==> config.mk <==
export PLATFORM = sky130hd
export DESIGN_NAME = multiplexor_arbitro
export DESIGN_NICKNAME = d
export VERILOG_FILES = /design/src/rtl/multiplexor_arbitro.sv
export SDC_FILE = /design/constraint.sdc
export NUM_CORES = 1
export LEC_CHECK = 0
export BUFFER_PORTS_ARGS = -buffer_cell sky130_fd_sc_hd__buf_2
export CORE_MARGIN = 4
export CORE_UTILIZATION = 30
export DETAILED_ROUTE_END_ITERATION = 10
export PLACE_DENSITY_LB_ADDON = 0.2
export REMOVE_ABC_BUFFERS = 1
export SKIP_LAST_GASP = 1
export SYNTH_ARGS = -nofsm -noshare
export SYNTH_HDL_FRONTEND = slang
export SYNTH_SLANG_ARGS = --single-unit
==> constraint.sdc <==
create_clock -name clk -period 1.3 [get_ports clk]
set_input_delay 0.325 -clock clk [delete_from_list [all_inputs] [get_ports clk]]
set_output_delay 0.325 -clock clk [all_outputs]
set_load 0.005 [all_outputs]
==> src/rtl/multiplexor_arbitro.sv <==
// -----------------------------------------------------------------------------
// multiplexor_arbitro
//
// Gathers words from up to 2**N-1 sources onto one shared output channel.
// Each source owns an ANCHO-wide slot of the concatenated Entradas bus. The
// MSB of every slot is its valid/request flag. Slot 0 is reserved as
// "no source" and is never granted. The winning word is registered into
// Salida and held until the consumer accepts it with Listo.
//
// Optional feature (compile-time macro):
//   ARBITRO_ROUND_ROBIN_EN  defined   -> round-robin grant starting after the
//                                        last granted index (Ultimo).
//                           undefined -> fixed priority: the lowest requesting
//                                        index >= 1 wins. Ultimo is still
//                                        tracked but does not affect the grant.
//
// Handshake: a transfer completes on a rising edge where Salida[ANCHO-1]=1 and
// Listo=1. A capture is signalled to the winning source by a one-cycle,
// one-hot pulse on Ack in the cycle that follows the capture edge. After Ack
// the source must present its next word or drop its request by the next
// edge. The mandatory LIBRE cycle between grants prevents a double capture.
//
// Ports:
//   clk       in   rising-edge clock
//   rst_n     in   asynchronous active-low reset
//   Entradas  in   {slot 2**N-1, ..., slot 1, slot 0}, ANCHO bits per slot
//   Listo     in   consumer ready
//   Salida    out  registered granted word (MSB = valid)
//   SEL       out  index of the source held in Salida, 0 when idle
//   Ack       out  one-hot capture pulse to the granted source (bit 0 never set)
//
// Debug: the FSM state is held in estado_q (type estado_t) so that checkers
// can bind to it hierarchically.
// -----------------------------------------------------------------------------
module multiplexor_arbitro #(
    parameter int ANCHO = 9,
    parameter int N     = 2
) (
    input  logic                      clk,
    input  logic                      rst_n,
    input  logic [(2**N)*ANCHO-1:0]   Entradas,
    input  logic                      Listo,
    output logic [ANCHO-1:0]          Salida,
    output logic [N-1:0]              SEL,
    output logic [(2**N)-1:0]         Ack
);

    localparam int NUM_SLOTS = 2**N;

    typedef enum logic {
        LIBRE   = 1'b0,
        OCUPADO = 1'b1
    } estado_t;

    estado_t              estado_q, estado_d;
    logic [ANCHO-1:0]     salida_q, salida_d;
    logic [N-1:0]         sel_q, sel_d;
    logic [NUM_SLOTS-1:0] ack_q, ack_d;
    logic [N-1:0]         ultimo_q, ultimo_d;

    logic [ANCHO-1:0]     slot [NUM_SLOTS];
    logic [NUM_SLOTS-1:0] req;
    logic                 hay_req;
    logic [N-1:0]         ganador;

    // Unpack the slots; index 0 never raises a request.
    always_comb begin
        req = '0;
        for (int i = 0; i < NUM_SLOTS; i++) begin
            slot[i] = Entradas[ANCHO*i +: ANCHO];
        end
        for (int i = 1; i < NUM_SLOTS; i++) begin
            req[i] = slot[i][ANCHO-1];
        end
    end

    assign hay_req = |req;

`ifdef ARBITRO_ROUND_ROBIN_EN
    // Round-robin: prefer the lowest requester above Ultimo; if there is none,
    // wrap around to the lowest requester overall (indices 1..Ultimo).
    // The loops run downwards so the last hit is the lowest index.
    logic         hay_alto;
    logic [N-1:0] gan_alto;
    logic [N-1:0] gan_bajo;

    always_comb begin
        hay_alto = 1'b0;
        gan_alto = '0;
        gan_bajo = '0;
        for (int i = NUM_SLOTS-1; i >= 1; i--) begin
            if (req[i]) begin
                gan_bajo = N'(i);
                if (i > int'(ultimo_q)) begin
                    gan_alto = N'(i);
                    hay_alto = 1'b1;
                end
            end
        end
        ganador = hay_alto ? gan_alto : gan_bajo;
    end
`else
    // Fixed priority: lowest requesting index >= 1 wins.
    always_comb begin
        ganador = '0;
        for (int i = NUM_SLOTS-1; i >= 1; i--) begin
            if (req[i]) begin
                ganador = N'(i);
            end
        end
    end
`endif

    // State register (all flops).
    always_ff @(posedge clk or negedge rst_n) begin
        if (!rst_n) begin
            estado_q <= LIBRE;
            salida_q <= '0;
            sel_q    <= '0;
            ack_q    <= '0;
            ultimo_q <= '1;
        end else begin
            estado_q <= estado_d;
            salida_q <= salida_d;
            sel_q    <= sel_d;
            ack_q    <= ack_d;
            ultimo_q <= ultimo_d;
        end
    end

    // Next-state logic.
    always_comb begin
        estado_d = estado_q;
        case (estado_q)
            LIBRE:   if (hay_req) estado_d = OCUPADO;
            OCUPADO: if (Listo)   estado_d = LIBRE;
        endcase
    end

    // Output / datapath logic. Ack defaults to 0 so it pulses for exactly one
    // cycle after a capture edge.
    always_comb begin
        salida_d = salida_q;
        sel_d    = sel_q;
        ack_d    = '0;
        ultimo_d = ultimo_q;
        case (estado_q)
            LIBRE: begin
                if (hay_req) begin
                    salida_d       = slot[ganador];
                    sel_d          = ganador;
                    ack_d[ganador] = 1'b1;
                    ultimo_d       = ganador;
                end else begin
                    salida_d = '0;
                    sel_d    = '0;
                end
            end
            OCUPADO: begin
                // Requests are ignored while a word is held.
                if (Listo) begin
                    salida_d = '0;
                    sel_d    = '0;
                end
            end
        endcase
    end

    assign Salida = salida_q;
    assign SEL    = sel_q;
    assign Ack    = ack_q;

endmodule
==> summary.txt <==
Synth
  – Mean Syn Cell Area: about 11 um2
  – Synth top area share: 49.2%
  – Cells after Synth: 73
  – EDFF count, synth: 0
  – Share of the yosys chip area belonging to registers: 49.2%
  – Post-Synth XOR/XNOR Area: 0%
  – Dominant cell type by area after synthesis: dfrtp_1
  – Post-synthesis adder-cell area fraction: 0%
  – Yosys warnings: 0
  – Cell with the most instances after synthesis: dfrtp_1
  – Synth unique cells: 21
  – Synth Area in Compound Gates: a little under a quarter
  – FFs w/ async S/R, synth: 100%
  – Most used DFF post-synth: dfrtp_1
  – Mux contribution to synthesized area: 0%
  – Top cells by count, synth: 16 x dfrtp_1, 9 x nand2b_1, 8 x a211oi_1
  – Largest family of logic cells by synthesized area: compound AO/OA/AOI/OAI gates
  – Cell area after synthesis: 813 um2
  – #FFs+latches synth: 16
  – Synth area leaders: dfrtp_1 49%, a221oi_2 13%, a211oi_1 7.4%
  – Simple-gate share of the synthesized area: 20.6%

Drt
  – Drt via density: 4.83
  – DRT Pass-1 Iters: 4
  – WL final: roughly 2200 um
  – Routed wire length per instance: 14.0 um
  – Number of routed nets with antenna violations: 0
  – Via count: approximately 750
  – DRC: 0
  – DRT iter0 DRCs: 24

Power
  – Max VDD drop: about 0.48 mV
  – PD cells: ~1000 nW/um2
  – Static leakage: around 0.00057 uW
  – Power consumption: approximately 1200 uW

Floorplanning
  – Die width: between 60 and 70 um
  – Starting density of the core: 32.2%
  – Row cnt: 18
  – Core area: 2520 um2
  – Height of the chip: 60.1 um
  – Die ar.: 3610 um2
  – I/O pin total: 54

Clock network
  – CTS Sinks: 16
  – Num CTS Buffers: 3
  – Clk buf depth: 2
  – Post-CTS Setup Inserts: 0
  – CTS tree: built
  – CTS clk-pin slew, worst paths: about 90 ps
  – Root Buffer: clkbuf_4
  – Clock Latency Late Sink: between 200 and 300 ps
  – H-tree depth: 1

Placed design
  – Placed Cells: 150
  – IO buf count: 44
  – Detailed Place HPWL: between 1500 and 2000 um
  – RePlAce Congestion: between 0.6 and 0.7

Setup path
  – Crit. End Element: flop
  – CP Data Required Time: ~1500 ps
  – Crit path DAT: 1320 ps
  – Critical path class: flop to flop
  – Worst setup SP type: flop
  – Worst Path Max Fanout: 6

Timing
  – Pins Over Slew Limit: 0
  – Period minus WS final: 1150 ps
  – Final setup skew: 1.39 ps
  – Fin. Hold Viols: 0
  – Fin Hold WS: between 300 and 400 ps
  – Final Cycle Share: 88.3%
  – Setup violators final: 0
  – Fmax: 871 MHz
  – Unrepaired setup endpoints after global routing: false

Cells and area
  – Final #Nets: between 150 and 200
  – Multi-input gate area: 365 um2
  – Final Core Density: about 45%
  – Seq. cell area: 400 um2
  – Layout cells sized above 1: 51.2%
  – Filler Cell Count: 270
  – Antenna diodes: 0
  – Area grow syn2layout: 40.8%
  – Layout Cells excl Fill: around 160

Global route
  – Initial antenna violation count: 0
  – Vias in the first global route: 754
  – Grt ovf: 0
  – Largest net degree at the start of global routing: 17
  – Gr usage total: between 10% and 20%
  – First-pass GRT wire length: between 3000 and 4000 um

Worst hold path
  – Hold WC Path Type: primary input to flop

Run status
  – Status: complete, no violations

Job
  – Max_cap viols: 0
-- layout make-up --
type                            instances  area share [%]
Clock buffer                            4            3.17
Multi-Input combinational cell         49            31.9
Tap cell                               30            3.28
Sequential cell                        16            35.0
Inverter                                2           0.656
Timing Repair Buffer                   54            26.0
-- per-layer routing --
| metal | track usage [%] | routed length, um | vias to the layer above |
|---|---|---|---|
| met5 | 0 | 0 | - |
| li1 | - | - | 369 |
| met1 | 19.4 | 984 | 340 |
| met2 | 19.6 | 953 | 37 |
| met4 | 4.75 | 8 | 0 |
| met3 | 3.46 | 219 | 2 |
-- critical path: stages (launching register included) --
cell,delay [ps]
dfrtp_1,380
or2_1,250
buf_4,170
a221oi_2,170
a211oi_1,70
-- what timing repair did --
action                                 4_1_cts  5_1_grt
gates resized for setup                      0        0
hold buffers                                 1        0
endpoints found under the hold margin       16        0
-- power breakdown --
group          internal (uW)  switching (uW)
sequential               553            26.3
clock                    170             157
combinational            142             135
-- logic make-up (layout without fill, tap and decap cells) --
logic type | Yosys count | in the layout
other cells | 1 | 1
compound gates | 20 | 20
simple gates | 28 | 28
flops | 16 | 16
buf+inv | 8 | 60
-- through the flow --
step | area [um2] | setup TNS [ps] | worst slack, ps
after floorplan | 773 | -348 | -79.7
after global placement | 1100 | 0 | 69.1
after detailed placement | 1100 | 0 | 61.7
after CTS | 1140 | 0 | 141
after global routing | 1140 | 0 | 71.9
final | 1140 | 0 | 152
-- sequential cells by signal, summed over array words and instances, names as in the netlist --
| name | flops |
|---|---|
| Ack | 4 |
| SEL | 2 |
| Salida | 9 |
| estado_q | 1 |
-- layout by cell type, fill, tap and decap left out, drive strengths merged --
cell         netlist  layout
nand2b             9       9
inv                2       2
conb               1       1
or2b               1       1
dfrtp             16      16
and2b              1       1
nor2               5       5
nor4               1       1
or2                1       1
buf                5      53
a21oi              2       2
nor3b              6       6
nand2              2       2
a211oi             8       8
dlygate4sd3        0       1
o21ai              2       2
clkbuf             1       4
a221oi             8       8
nor2b              2       2
-- worst paths after layout --
| check | end | slack [ps] | cells after the start | startpoint |
|---|---|---|---|---|
| max in group asynchronous | estado_q$_DFF_PN0_ | 560 | 2 | rst_n |
| min reg2reg | SEL[0]$_DFFE_PN0P_ | 500 | 2 | SEL[0]$_DFFE_PN0P_ |
| max | Salida[3]$_DFFE_PN0P_ | 150 | 4 | estado_q$_DFF_PN0_ |
| min | Salida[6]$_DFFE_PN0P_ | 320 | 3 | Entradas[15] |
| max reg2reg | Salida[3]$_DFFE_PN0P_ | 150 | 4 | estado_q$_DFF_PN0_ |
| min in group asynchronous | Ack[3]$_DFF_PN0_ | 470 | 2 | rst_n |
(Power assumes the default switching activity.)
